## src/rtl/pkg_sfrs_definition.sv

```systemverilog
// Shared SFR-side definitions: timer register offsets and alarm scheduler state encoding.
// Latency: none (types, constants and pure functions only).
// Backpressure: not applicable.
package pkg_sfrs_definition;

    // Timer SFR offsets relative to the timer base address.
    localparam int TMR_VAL_OFS   = 4;
    localparam int TMR_MVAL0_OFS = 8;

    typedef enum logic [2:0] {
        TS_IDLE    = 3'd0,
        TS_BUS_REQ = 3'd1,
        TS_WR_MVAL = 3'd2,
        TS_RD_ADDR = 3'd3,
        TS_RD_DATA = 3'd4,
        TS_ARMED   = 3'd5,
        TS_FIRE    = 3'd6
    } tmr_sched_state_t;

    // States in which the scheduler keeps bus ownership requested.
    function automatic logic sched_holds_bus(input tmr_sched_state_t s);
        return (s == TS_BUS_REQ) || (s == TS_WR_MVAL) || (s == TS_RD_ADDR) || (s == TS_RD_DATA);
    endfunction

    // States in which an SFR access (address, maybe write strobe) is driven.
    function automatic logic sched_drives_sfr(input tmr_sched_state_t s);
        return (s == TS_WR_MVAL) || (s == TS_RD_ADDR) || (s == TS_RD_DATA);
    endfunction

endpackage

```

## src/rtl/sync_fifo_v1.sv

```systemverilog
// Generic synchronous FIFO with first-word fall-through head, count and flush.
// Latency: a pushed word is visible at head_dat the cycle after the push.
// Backpressure: push ignored while full, pop ignored while empty; flush wins over push/pop.
//
// Ports: clk/rst (sync, active-high), flush (sync clear), push/push_dat,
//        pop, head_dat (oldest entry), full, empty, count (0..DEPTH).
module sync_fifo_v1 #(
    parameter int WIDTH = 8,
    parameter int DEPTH = 4
) (
    input  logic                       clk,
    input  logic                       rst,
    input  logic                       flush,
    input  logic                       push,
    input  logic [WIDTH-1:0]           push_dat,
    input  logic                       pop,
    output logic [WIDTH-1:0]           head_dat,
    output logic                       full,
    output logic                       empty,
    output logic [$clog2(DEPTH):0]     count
);
    localparam int PW = $clog2(DEPTH);
    localparam int CW = PW + 1;

    logic [WIDTH-1:0] mem [DEPTH];
    logic [PW-1:0]    wr_ptr;
    logic [PW-1:0]    rd_ptr;
    logic [CW-1:0]    count_q;
    logic             do_push;
    logic             do_pop;

    assign full     = (count_q == CW'(DEPTH));
    assign empty    = (count_q == '0);
    assign count    = count_q;
    assign head_dat = mem[rd_ptr];
    assign do_push  = push && !full && !flush;
    assign do_pop   = pop && !empty && !flush;

    // Storage is not reset; only the pointers define validity.
    always_ff @(posedge clk) begin
        if (!rst && do_push) begin
            mem[wr_ptr] <= push_dat;
        end
    end

    // DEPTH is a power of two, so pointers wrap naturally.
    always_ff @(posedge clk) begin
        if (rst || flush) begin
            wr_ptr  <= '0;
            rd_ptr  <= '0;
            count_q <= '0;
        end else begin
            if (do_push) begin
                wr_ptr <= wr_ptr + PW'(1);
            end
            if (do_pop) begin
                rd_ptr <= rd_ptr + PW'(1);
            end
            if (do_push && !do_pop) begin
                count_q <= count_q + CW'(1);
            end else if (do_pop && !do_push) begin
                count_q <= count_q - CW'(1);
            end
        end
    end

endmodule

```

## src/rtl/tmr_alarm_sched_v1.sv

```systemverilog
// Multiplexes queued one-shot alarms onto the timer's single match-0 comparator via SFR writes.
// Latency: push into idle block -> bus_req +2, MVAL0 write +3, late alarm +6; on-time alarm 2 cycles after match0_event.
// Backpressure: req_ready low while the queue is full; SFR sequence stalls in place while bus_gnt is low.
//
// Ports: sys_clk/sys_rst (sync, active-high), sys_clk_en (global hold), flush (clear + abort),
//        req_valid/req_ready/req_deadline/req_id (alarm push), bus_req/bus_gnt (arbitration),
//        tmr_addr/tmr_wr_en/tmr_wdata/tmr_rdata (timer SFR master), match0_event (timer pulse),
//        alarm_valid/alarm_id/alarm_late (retire pulse), busy.
module tmr_alarm_sched_v1
    import pkg_sfrs_definition::*;
#(
    parameter int                    DATA_WIDTH    = 32,
    parameter int                    ADDR_WIDTH    = 32,
    parameter logic [ADDR_WIDTH-1:0] TMR_BASE_ADDR = '0,
    parameter int                    DEPTH         = 4,
    parameter int                    ID_W          = 4
) (
    input  logic                  sys_clk,
    input  logic                  sys_rst,
    input  logic                  sys_clk_en,
    input  logic                  flush,
    input  logic                  req_valid,
    output logic                  req_ready,
    input  logic [DATA_WIDTH-1:0] req_deadline,
    input  logic [ID_W-1:0]       req_id,
    output logic                  bus_req,
    input  logic                  bus_gnt,
    output logic [ADDR_WIDTH-1:0] tmr_addr,
    output logic                  tmr_wr_en,
    output logic [DATA_WIDTH-1:0] tmr_wdata,
    input  logic [DATA_WIDTH-1:0] tmr_rdata,
    input  logic                  match0_event,
    output logic                  alarm_valid,
    output logic [ID_W-1:0]       alarm_id,
    output logic                  alarm_late,
    output logic                  busy
);
    localparam int FW = ID_W + DATA_WIDTH;
    localparam int CW = $clog2(DEPTH) + 1;
    localparam logic [ADDR_WIDTH-1:0] ADDR_VAL   = TMR_BASE_ADDR + ADDR_WIDTH'(TMR_VAL_OFS);
    localparam logic [ADDR_WIDTH-1:0] ADDR_MVAL0 = TMR_BASE_ADDR + ADDR_WIDTH'(TMR_MVAL0_OFS);

    // Queue
    logic [FW-1:0]         fifo_head;
    logic                  fifo_full;
    logic                  fifo_empty;
    logic [CW-1:0]         fifo_cnt;
    logic                  push;
    logic                  pop;
    logic [DATA_WIDTH-1:0] head_deadline;
    logic [ID_W-1:0]       head_id;

    // FSM and side state
    tmr_sched_state_t      state_q;
    tmr_sched_state_t      state_d;
    logic                  drv_q;   // an SFR access is on the bus this cycle
    logic                  drv_d;
    logic                  hit_q;   // match seen while the new match value is being verified
    logic                  evt_q;   // match seen while ARMED, retired next cycle
    logic                  late_d;
    logic                  phase_ok;
    logic [DATA_WIDTH-1:0] diff;
    logic [CW-1:0]         cnt_d;

    assign req_ready = !fifo_full;
    assign push      = req_valid && !fifo_full && sys_clk_en && !flush;
    assign pop       = (state_q == TS_FIRE) && sys_clk_en && !flush;
    assign {head_id, head_deadline} = fifo_head;

    sync_fifo_v1 #(
        .WIDTH (FW),
        .DEPTH (DEPTH)
    ) u_queue (
        .clk      (sys_clk),
        .rst      (sys_rst),
        .flush    (flush && sys_clk_en),
        .push     (push),
        .push_dat ({req_id, req_deadline}),
        .pop      (pop),
        .head_dat (fifo_head),
        .full     (fifo_full),
        .empty    (fifo_empty),
        .count    (fifo_cnt)
    );

    // A bus phase only completes when its access was actually presented while granted;
    // otherwise the state is held and the access is re-presented once the grant returns.
    assign phase_ok = drv_q && bus_gnt;

    // Modulo difference: top bit set or zero means the deadline is not in the future.
    assign diff = head_deadline - tmr_rdata;

    always_comb begin
        state_d = state_q;
        late_d  = 1'b0;
        case (state_q)
            TS_IDLE: begin
                if (!fifo_empty) begin
                    state_d = TS_BUS_REQ;
                end
            end
            TS_BUS_REQ: begin
                if (bus_gnt) begin
                    state_d = TS_WR_MVAL;
                end
            end
            TS_WR_MVAL: begin
                if (phase_ok) begin
                    state_d = TS_RD_ADDR;
                end
            end
            TS_RD_ADDR: begin
                if (phase_ok) begin
                    state_d = TS_RD_DATA;
                end
            end
            TS_RD_DATA: begin
                if (phase_ok) begin
                    if (hit_q || match0_event) begin
                        state_d = TS_FIRE;
                    end else if (diff[DATA_WIDTH-1] || (diff == '0)) begin
                        state_d = TS_FIRE;
                        late_d  = 1'b1;
                    end else begin
                        state_d = TS_ARMED;
                    end
                end
            end
            TS_ARMED: begin
                if (evt_q) begin
                    state_d = TS_FIRE;
                end
            end
            TS_FIRE: begin
                state_d = TS_IDLE;
            end
            default: begin
                state_d = TS_IDLE;
            end
        endcase
    end

    assign drv_d = sched_drives_sfr(state_d) && bus_gnt;

    always_comb begin
        cnt_d = fifo_cnt;
        if (push && !pop) begin
            cnt_d = fifo_cnt + CW'(1);
        end else if (pop && !push) begin
            cnt_d = fifo_cnt - CW'(1);
        end
    end

    always_ff @(posedge sys_clk) begin
        if (sys_rst || (sys_clk_en && flush)) begin
            state_q     <= TS_IDLE;
            drv_q       <= 1'b0;
            hit_q       <= 1'b0;
            evt_q       <= 1'b0;
            bus_req     <= 1'b0;
            tmr_addr    <= '0;
            tmr_wr_en   <= 1'b0;
            tmr_wdata   <= '0;
            alarm_valid <= 1'b0;
            alarm_id    <= '0;
            alarm_late  <= 1'b0;
            busy        <= 1'b0;
        end else if (sys_clk_en) begin
            state_q <= state_d;
            drv_q   <= drv_d;
            // Matches before the new value is written belong to the old match value.
            if ((state_q == TS_RD_ADDR) || (state_q == TS_RD_DATA)) begin
                hit_q <= hit_q || match0_event;
            end else begin
                hit_q <= 1'b0;
            end
            evt_q <= match0_event && (state_q == TS_ARMED);

            bus_req   <= sched_holds_bus(state_d);
            tmr_addr  <= !drv_d ? '0 : ((state_d == TS_WR_MVAL) ? ADDR_MVAL0 : ADDR_VAL);
            tmr_wr_en <= drv_d && (state_d == TS_WR_MVAL);
            tmr_wdata <= (drv_d && (state_d == TS_WR_MVAL)) ? head_deadline : '0;

            alarm_valid <= (state_d == TS_FIRE);
            alarm_id    <= (state_d == TS_FIRE) ? head_id : '0;
            alarm_late  <= late_d;
            busy        <= (cnt_d != '0) || (state_d != TS_IDLE);
        end
    end

endmodule
```

## config.mk

```make
export PLATFORM = sky130hd
export DESIGN_NAME = tmr_alarm_sched_v1
export DESIGN_NICKNAME = d
export VERILOG_FILES = /design/src/rtl/pkg_sfrs_definition.sv /design/src/rtl/sync_fifo_v1.sv /design/src/rtl/tmr_alarm_sched_v1.sv
export SDC_FILE = /design/constraint.sdc
export NUM_CORES = 1
export LEC_CHECK = 0
export ABC_AREA = 1
export CAP_MARGIN = 30
export CELL_PAD_IN_SITES_DETAIL_PLACEMENT = 0
export CELL_PAD_IN_SITES_GLOBAL_PLACEMENT = 1
export CORE_MARGIN = 5
export CORE_UTILIZATION = 38
export CTS_CLUSTER_DIAMETER = 40
export DETAILED_ROUTE_END_ITERATION = 10
export PLACE_DENSITY = 0.87
export SLEW_MARGIN = 20
export SYNTH_ARGS = -nofsm -noshare
export SYNTH_HDL_FRONTEND = slang
export SYNTH_SLANG_ARGS = --single-unit
```

## constraint.sdc

```tcl
create_clock -name sys_clk -period 3.8 [get_ports sys_clk]
set_input_delay 0.95 -clock sys_clk [delete_from_list [all_inputs] [get_ports sys_clk]]
set_output_delay 0.95 -clock sys_clk [all_outputs]
set_load 0.01 [all_outputs]
```

==> results of run 1 <==
## synthesized netlist by cell type
master       n
a2111oi_0    1
a211oi_1     1
a21oi_1     64
a21oi_2      9
a311oi_1     1
a32oi_1      2
and2_0       1
and2_1       5
and3_1       2
buf_1        1
buf_2        3
buf_4       31
buf_6        3
clkbuf_1    32
clkinv_1     1
conb_1       1
dfxtp_1     57
edfxtp_1   144
fa_1         1
ha_1        42
inv_1      197
inv_2        6
mux2_2       1
nand2_1    330
nand2_2     11
nand2_4      1
nand3_1     56
nand3_2     20
nand3b_1     3
nand4_1     16
nor2_1     133
nor2_2       9
nor2_8       1
nor3_1       8
o211ai_1     2
o21ai_0     78
o21ai_1      1
o21bai_1     1
o22ai_1     33
o31ai_1      1
or2_2        1
xnor2_1      6
xor2_1       7
## power groups by stage
stage / sequential [mW] / combinational, mW / clock (mW)
6_report: 2.38 / 0.801 / 2.36
3_3_place_gp: 2.42 / 0.632 / 0
4_1_cts: 2.37 / 0.675 / 2.38
3_5_place_dp: 2.42 / 0.638 / 0
5_1_grt: 2.38 / 0.875 / 2.49
2_1_floorplan: 2.42 / 0.364 / 0
## layout make-up
type,instances,area (µm²)
clock buffers,25,614
clock inverters,19,230
fillers,2420,12400
inverters,204,776
multi-input cells,878,5690
flip-flops and latches,201,5470
well taps,384,480
repair buffers,299,2920
## sequential cells by signal, summed over array words and instances (netlist names), 2 cells and up, named ones only
name	count
u_queue.count	3
u_queue.wr_ptr	2
u_queue.rd_ptr	2
u_queue.mem	144
state_q	3
tmr_wdata	32
alarm_id	4
## tightest hold or removal path, delay by kind of cell (launching register included)
kind | cells | cell delay [ns]
AO/OA/AOI/OAI | 1 | 0.07
buffers and inverters | 1 | 0.06
flip-flops | 1 | 0.29
## through the flow
stage	setup WS [ns]	TNS (ns)	power [mW]	cell area, µm²
final	0.00521	0	5.53	16200
after global routing	-0.256	-6.43	5.74	16200
after floorplan	0.132	0	2.79	11100
after global placement	-0.441	-16.50	3.05	13600
after CTS	0.00122	0	5.43	14700
after detailed placement	-0.461	-17.56	3.06	13600
## per-layer routing
layer,up-vias,global-route usage [%]
met1,4584,22.5
li1,4836,-
met4,4,5.85
met5,-,0
met3,74,3.13
met2,298,32.6
## how the worst min path moves through the flow
stage / from / end / slack, ns / depth (start not counted)
finish: u_queue.rd_ptr[1] / register / 0.46 / 2
global placement: u_queue.rd_ptr[1] / u_queue.rd_ptr[1] / 0.45 / 2
detailed placement: tmr_wdata[18] / tmr_wdata[18] / 0.46 / 2
floorplan: u_queue.rd_ptr[1] / register / 0.44 / 2
CTS: u_queue.rd_ptr[1] / register / 0.46 / 2
global route: u_queue.rd_ptr[1] / register / 0.48 / 2
## timing repair
action / CTS / global route
resized for setup: 53 / 280
setup buffers: 6 / 24
endpoints found under the setup margin: 42 / 42
pin swaps: 11 / 61
cloned: 2 / 7
## logic make-up after synthesis
group	after synthesis	synth area share, %
and+or+nand+nor	597	23.6
AOI/OAI and AO/OA	194	9.78
other	1	0.0342
muxes	1	0.103
xor gates and xnor gates	13	1.04
adders and majority gates	43	4.97
buffers and inverters	274	10.7
DFF	201	49.8
==> results.md, run 1 <==
- Share of the synthesized area in the top cell type: 39.4%
- Area growth, synth to finish: 47.4%
- H-tree depth: 1
- YS warnings: 0
- Chip height: 180 µm
- Die width: 180 µm
- Period utilization: 99.9%
- Clock Tree Root: clkbuf_16
- Crit path to: tmr_wdata[17]
- Vias per cell: 4.87
- Sw frac: 25.1%
- Final GP Congestion: 0.961
- Via count: 9796
- Post-DP HPWL: 23000 µm
- Critical path's most frequent cell: nand2_1
- GRT Util Overall: 18.3%
- Worst reg-to-reg setup slack: 0.005 ns
- F_max: 264 MHz
- RSZ-0062 raised after global routing: yes
- Wl on met1: 13200 µm
- Number of max-cap violations: 0
- Fin cells: 2010
- Initial Util: 38.4%
- Drt total wl: 33500 µm
- Crit path depth: 28
- Worst EP required: 4.24 ns
- Final Util: 56.5%
- Post-synth cell types: 43
- First-pass GRT wire length: 48100 µm
- Die area: 32400 µm²
- Flop pwr share: 42.9%
- TritonCTS clock tree: done
- Inserted Clock Buffers: 24
- CP Launch Type: register
- Worst path bufs/invs: 7
- Routed wl met2: 17000 µm
- Post-Syn Area per Cell: 8.29 µm²
- Power Dens Cells: 342 nW/µm²
- Outcome: complete, no violations
- Element type at the critical path end: register
- Ant diodes: 0
- Slowest CP cell: dfxtp_4
- DRT Pass-1 Iters: 5
- Switching power: 1.39 mW
- Most frequent cells in the layout: nand2_1 (258), inv_1 (185), buf_4 (144), edfxtp_1 (144), clkdlybuf4s50_1 (118)
- # setup viols final: 0
- Critical setup path kind: register to register
- Leakage: 6.78 nW
- Largest net degree at the start of global routing: 47
- Worst-Skew Late Latency: 0.52 ns
- Critical Path AT: 4.24 ns
- Clk sinks: 201
- Final Skew: 0.0118 ns
- Layout cells sized above 1: 30.4%
- Clk slew on worst S/H paths: 0.06 ns
- Hold Buf Count CTS: 0
- Clock Power Share: 42.6%
- Initial detailed-routing violation count: 798
- Total congestion overflow: 0
- Drt drc: 0
- Number of global-route vias before repair: 9341
- Reg2Reg Depth: 28
- Post-Synthesis Cell Area: 11000 µm²
- Ports: 149
- Worst-path maximum fanout: 12
- Initial antenna violation count: 2
- FP Rows: 62
- DRT antenna net count: 0
- Routed met3 length: 2190 µm
- Synth area leaders: edfxtp_1 (39%), nand2_1 (11%), dfxtp_1 (10%)
- Crit-path leading delay family: simple AND/OR/NAND/NOR gates
- Slew Limit Fails: 0
- Combinational power share: 14.5%
- Post-Syn Instances: 1324
- Hold WS: 0.455 ns
- Reg-to-Reg End: tmr_wdata[17]
- Post-synthesis sequential area ratio: 49.8%
- Worst VDD drop: 0.359 mV
- Slowest stage delay, CP: 0.46 ns
- Crit path time final: 3.79 ns
- Final #Nets: 1726
- Max clock buf depth: 3
- Tightest Hold Check Type: register to register
- Area leader, netlist: edfxtp_1
- Internal Pwr Total: 4.15 mW
- Final Hold Fails: 0
- Slew of the pin with the lowest slew margin: 0.799 ns
- Placed Cells incl. Taps: 1929
- Most common cell after layout, fill and taps aside: nand2_1
- Core ar.: 28600 µm²
- Max-slew headroom: 46.4%
- Port Buf Inserts: 118
- Synth Register Bits: 201
- Routed len/inst: 16.7 µm
- DR top layer: met5
Power figures use the tool's default switching activity.
==> run 2, diff against run 1 <==
CAP_MARGIN = 20   (was 30)
==> results of run 2 <==
Final layout, timing and power as in run 1 (identical DEF).
==> run 3, diff against run 2 <==
GPL_ROUTABILITY_DRIVEN = 0   (was not set)
==> run 3 against run 2 <==
Worst setup slack gained 0.024 ns. Clock skew grew 0.0041 ns. Via count shrank 0.12%. Core utilization shrank 1.2 points. Power shrank 2.9%. Maximum frequency grew 0.64%. Critical path type unchanged. Critical endpoint is now tmr_addr[2]. Largest cell class unchanged.
==> results.md, run 3 (synthesis results as in run 1) <==
- Cell Area, Placed: 13400 µm² (was 13600 µm²)
- Worst-path maximum fanout: 6 (was 12)
- Hold path depth: 2 (unchanged)
- Core ar.: 28600 µm² (unchanged)
- Slew Limit Fails: 0 (unchanged)
- FP Rows: 62 (unchanged)
- Period utilization: 99.2% (was 99.9%)
- Crit-path leading delay family: simple AND/OR/NAND/NOR gates (unchanged)
- Number of global-route vias before repair: 9069 (was 9341)
- Max clock buf depth: 3 (unchanged)
- Ports: 149 (unchanged)
- # setup viols final: 0 (unchanged)
- DRT Pass-1 Iters: 5 (unchanged)
- Hold path startpoint: u_queue.rd_ptr[1] (unchanged)
- Port Buf Inserts: 118 (unchanged)
- Drt drc: 0 (unchanged)
- First-pass GRT wire length: 47000 µm (was 48100 µm)
- Fin cells: 1985 (was 2010)
- Crit path time final: 3.77 ns (was 3.79 ns)
- Reg-to-Reg End: tmr_addr[2] (was tmr_wdata[17])
- Fill count: 2496 (was 2420)
- F_max: 265 MHz (was 264 MHz)
- Chip height: 180 µm (unchanged)
- RSZ-0062 raised after global routing: yes (unchanged)
- Multi-input logic area: 5510 µm² (was 5690 µm²)
- Total congestion overflow: 0 (unchanged)
- Flop pwr share: 44.2% (was 42.9%)
- Clk sinks: 201 (unchanged)
- Worst EP required: 4.18 ns (was 4.24 ns)
- Inserted Clock Buffers: 23 (was 24)
- H-tree depth: 1 (unchanged)
- Internal Pwr Total: 4.01 mW (was 4.15 mW)
- Clock Tree Root: clkbuf_16 (unchanged)
- Number of flip-flops in the largest register: 144 (unchanged)
- Top flop regs: u_queue.mem x144, tmr_wdata x32, alarm_id x4 (unchanged)
- Leakage: 6.60 nW (was 6.78 nW)
- Final #Nets: 1702 (was 1726)
- Critical path's most frequent cell: nand2_2 (was nand2_1)
- Critical setup path kind: register to register (unchanged)
- Initial Util: 38.4% (unchanged)
- Via count: 9784 (was 9796)
- Most frequent cells in the layout: nand2_1 (273), inv_1 (189), edfxtp_1 (144) (was nand2_1 (258), inv_1 (185), buf_4 (144), edfxtp_1 (144), clkdlybuf4s50_1 (118))
- Max-slew headroom: 46.6% (was 46.4%)
- Vias per cell: 4.93 (was 4.87)
- Combinational power share: 14.5% (about the same)
- TritonCTS clock tree: done (unchanged)
- Reg2Reg Depth: 30 (was 28)
- Outcome: complete, no violations (unchanged)
- Largest net degree at the start of global routing: 47 (unchanged)
- Worst reg-to-reg setup slack: 0.03 ns (was 0.005 ns)
- Most flops, register: u_queue.mem (unchanged)
- Die width: 180 µm (unchanged)
- Design Area, Final: 15800 µm² (was 16200 µm²)
- Ant diodes: 0 (unchanged)
- Worst path bufs/invs: 8 (was 7)
- Die area: 32400 µm² (unchanged)
- Power Dens Cells: 339 nW/µm² (was 342 nW/µm²)
- Drt total wl: 33600 µm (was 33500 µm)
- Slowest CP cell: dfxtp_4 (unchanged)
- Register area: 5470 µm² (about the same)
- Area growth, synth to finish: 44.4% (was 47.4%)
- Number of max-cap violations: 0 (unchanged)
- Slew of the pin with the lowest slew margin: 0.800 ns (was 0.799 ns)
- Placed Cells incl. Taps: 1909 (was 1929)
- Worst VDD drop: 0.268 mV (was 0.359 mV)
- Clk slew on worst S/H paths: 0.07 ns (was 0.06 ns)
- Worst-Skew Late Latency: 0.51 ns (was 0.52 ns)
- Switching power: 1.37 mW (was 1.39 mW)
- GRT Util Overall: 17.8% (was 18.3%)
- Final Hold Fails: 0 (unchanged)
- Post-DP HPWL: 22500 µm (was 23000 µm)
- Critical Path AT: 4.15 ns (was 4.24 ns)
- Routed len/inst: 16.9 µm (was 16.7 µm)
- CP Launch Type: register (unchanged)
- Slowest stage delay, CP: 0.37 ns (was 0.46 ns)
- Initial antenna violation count: 2 (unchanged)
- DRT antenna net count: 0 (unchanged)
- Tightest Hold Check Type: register to register (unchanged)
- Element type at the critical path end: register (unchanged)
- Final Skew: 0.0159 ns (was 0.0118 ns)
- Clock Power Share: 41.2% (was 42.6%)
- Most common cell after layout, fill and taps aside: nand2_1 (unchanged)
- Hold Buf Count CTS: 0 (unchanged)
- Layout cells sized above 1: 27.4% (was 30.4%)
- Sw frac: 25.4% (was 25.1%)
- Initial detailed-routing violation count: 635 (was 798)
-- run 3: cell count changes in the layout (fill, tap and decap cells not counted), moves of 6 or more --
cell	before	now
o21ai_0	40	46
inv_6	2	8
buf_4	144	122
buf_6	14	4
o22ai_1	21	27
nand2_1	258	273
nand2_2	61	52
nand2_4	23	17
-- run 3: metrics by stage --
step | setup TNS (ns) | power [mW] | setup WS, ns | hold WS, ns | util, %
after floorplan | 0 | 2.79 | 0.132 | 0.436 | -
after global placement | -16.19 | 3.05 | -0.450 | 0.453 | 46.9
after detailed placement | -16.85 | 3.05 | -0.455 | 0.459 | 46.9
after CTS | 0 | 5.26 | 0.00322 | 0.468 | 50.2
after global routing | -5.99 | 5.57 | -0.215 | 0.486 | 55.4
final | 0 | 5.37 | 0.0293 | 0.464 | 55.4
-- run 3: routing by layer --
metal  wire length [µm]  global-route usage [%]  up-vias
li1                   -                       -     4782
met1              13200                    22.3     4590
met2              17200                    31.4      337
met3               2200                    3.48       71
met4                919                    5.06        4
met5                 27                       0        -
-- run 3: how the worst max path moves through the flow --
stage / from / endpoint / slack, ns / depth (start not counted)
6_report: register / tmr_addr[2] / 0.03 / 30
5_1_grt: register / tmr_addr[2] / -0.22 / 29
4_1_cts: register / tmr_wdata[15] / 0.003 / 26
3_5_place_dp: tmr_rdata[0] / tmr_addr[2] / -0.46 / 25
3_3_place_gp: tmr_rdata[0] / tmr_addr[2] / -0.45 / 25
2_1_floorplan: sys_clk_en / u_queue.mem[0][0] / 0.13 / 4
-- run 3: power groups by stage --
| stage | clock network [mW] | registers, mW | logic (mW) |
|---|---|---|---|
| after floorplan | 0 | 2.42 | 0.364 |
| after global placement | 0 | 2.42 | 0.623 |
| after detailed placement | 0 | 2.42 | 0.631 |
| after CTS | 2.23 | 2.37 | 0.662 |
| after global routing | 2.34 | 2.38 | 0.854 |
| final | 2.22 | 2.38 | 0.782 |
-- run 3: final cells by class --
type | count | share of cell area (%)
repair buffers | 275 | 17.8
well taps | 384 | 3.03
inverters | 204 | 4.91
multi-input cells | 878 | 34.8
clock buffers | 26 | 3.70
repair inverters | 1 | 0.103
flip-flops and latches | 201 | 34.5
clock inverters | 16 | 1.14
-- run 3: what timing repair did --
item                                    4_1_cts  5_1_grt
pin swaps                                     4       49
endpoints found under the setup margin       40       42
gates resized for setup                      27      256
gates cloned                                  2       14
buffers inserted                              1       17
-- run 3: worst reg2reg max path: cells and delay by family, from the launching register on --
kind            cells  cell delay, ns
simple gates       18            1.53
flops               1            0.37
fa+ha+maj           2            0.54
compound gates      2            0.33
buf+inv             8            0.88
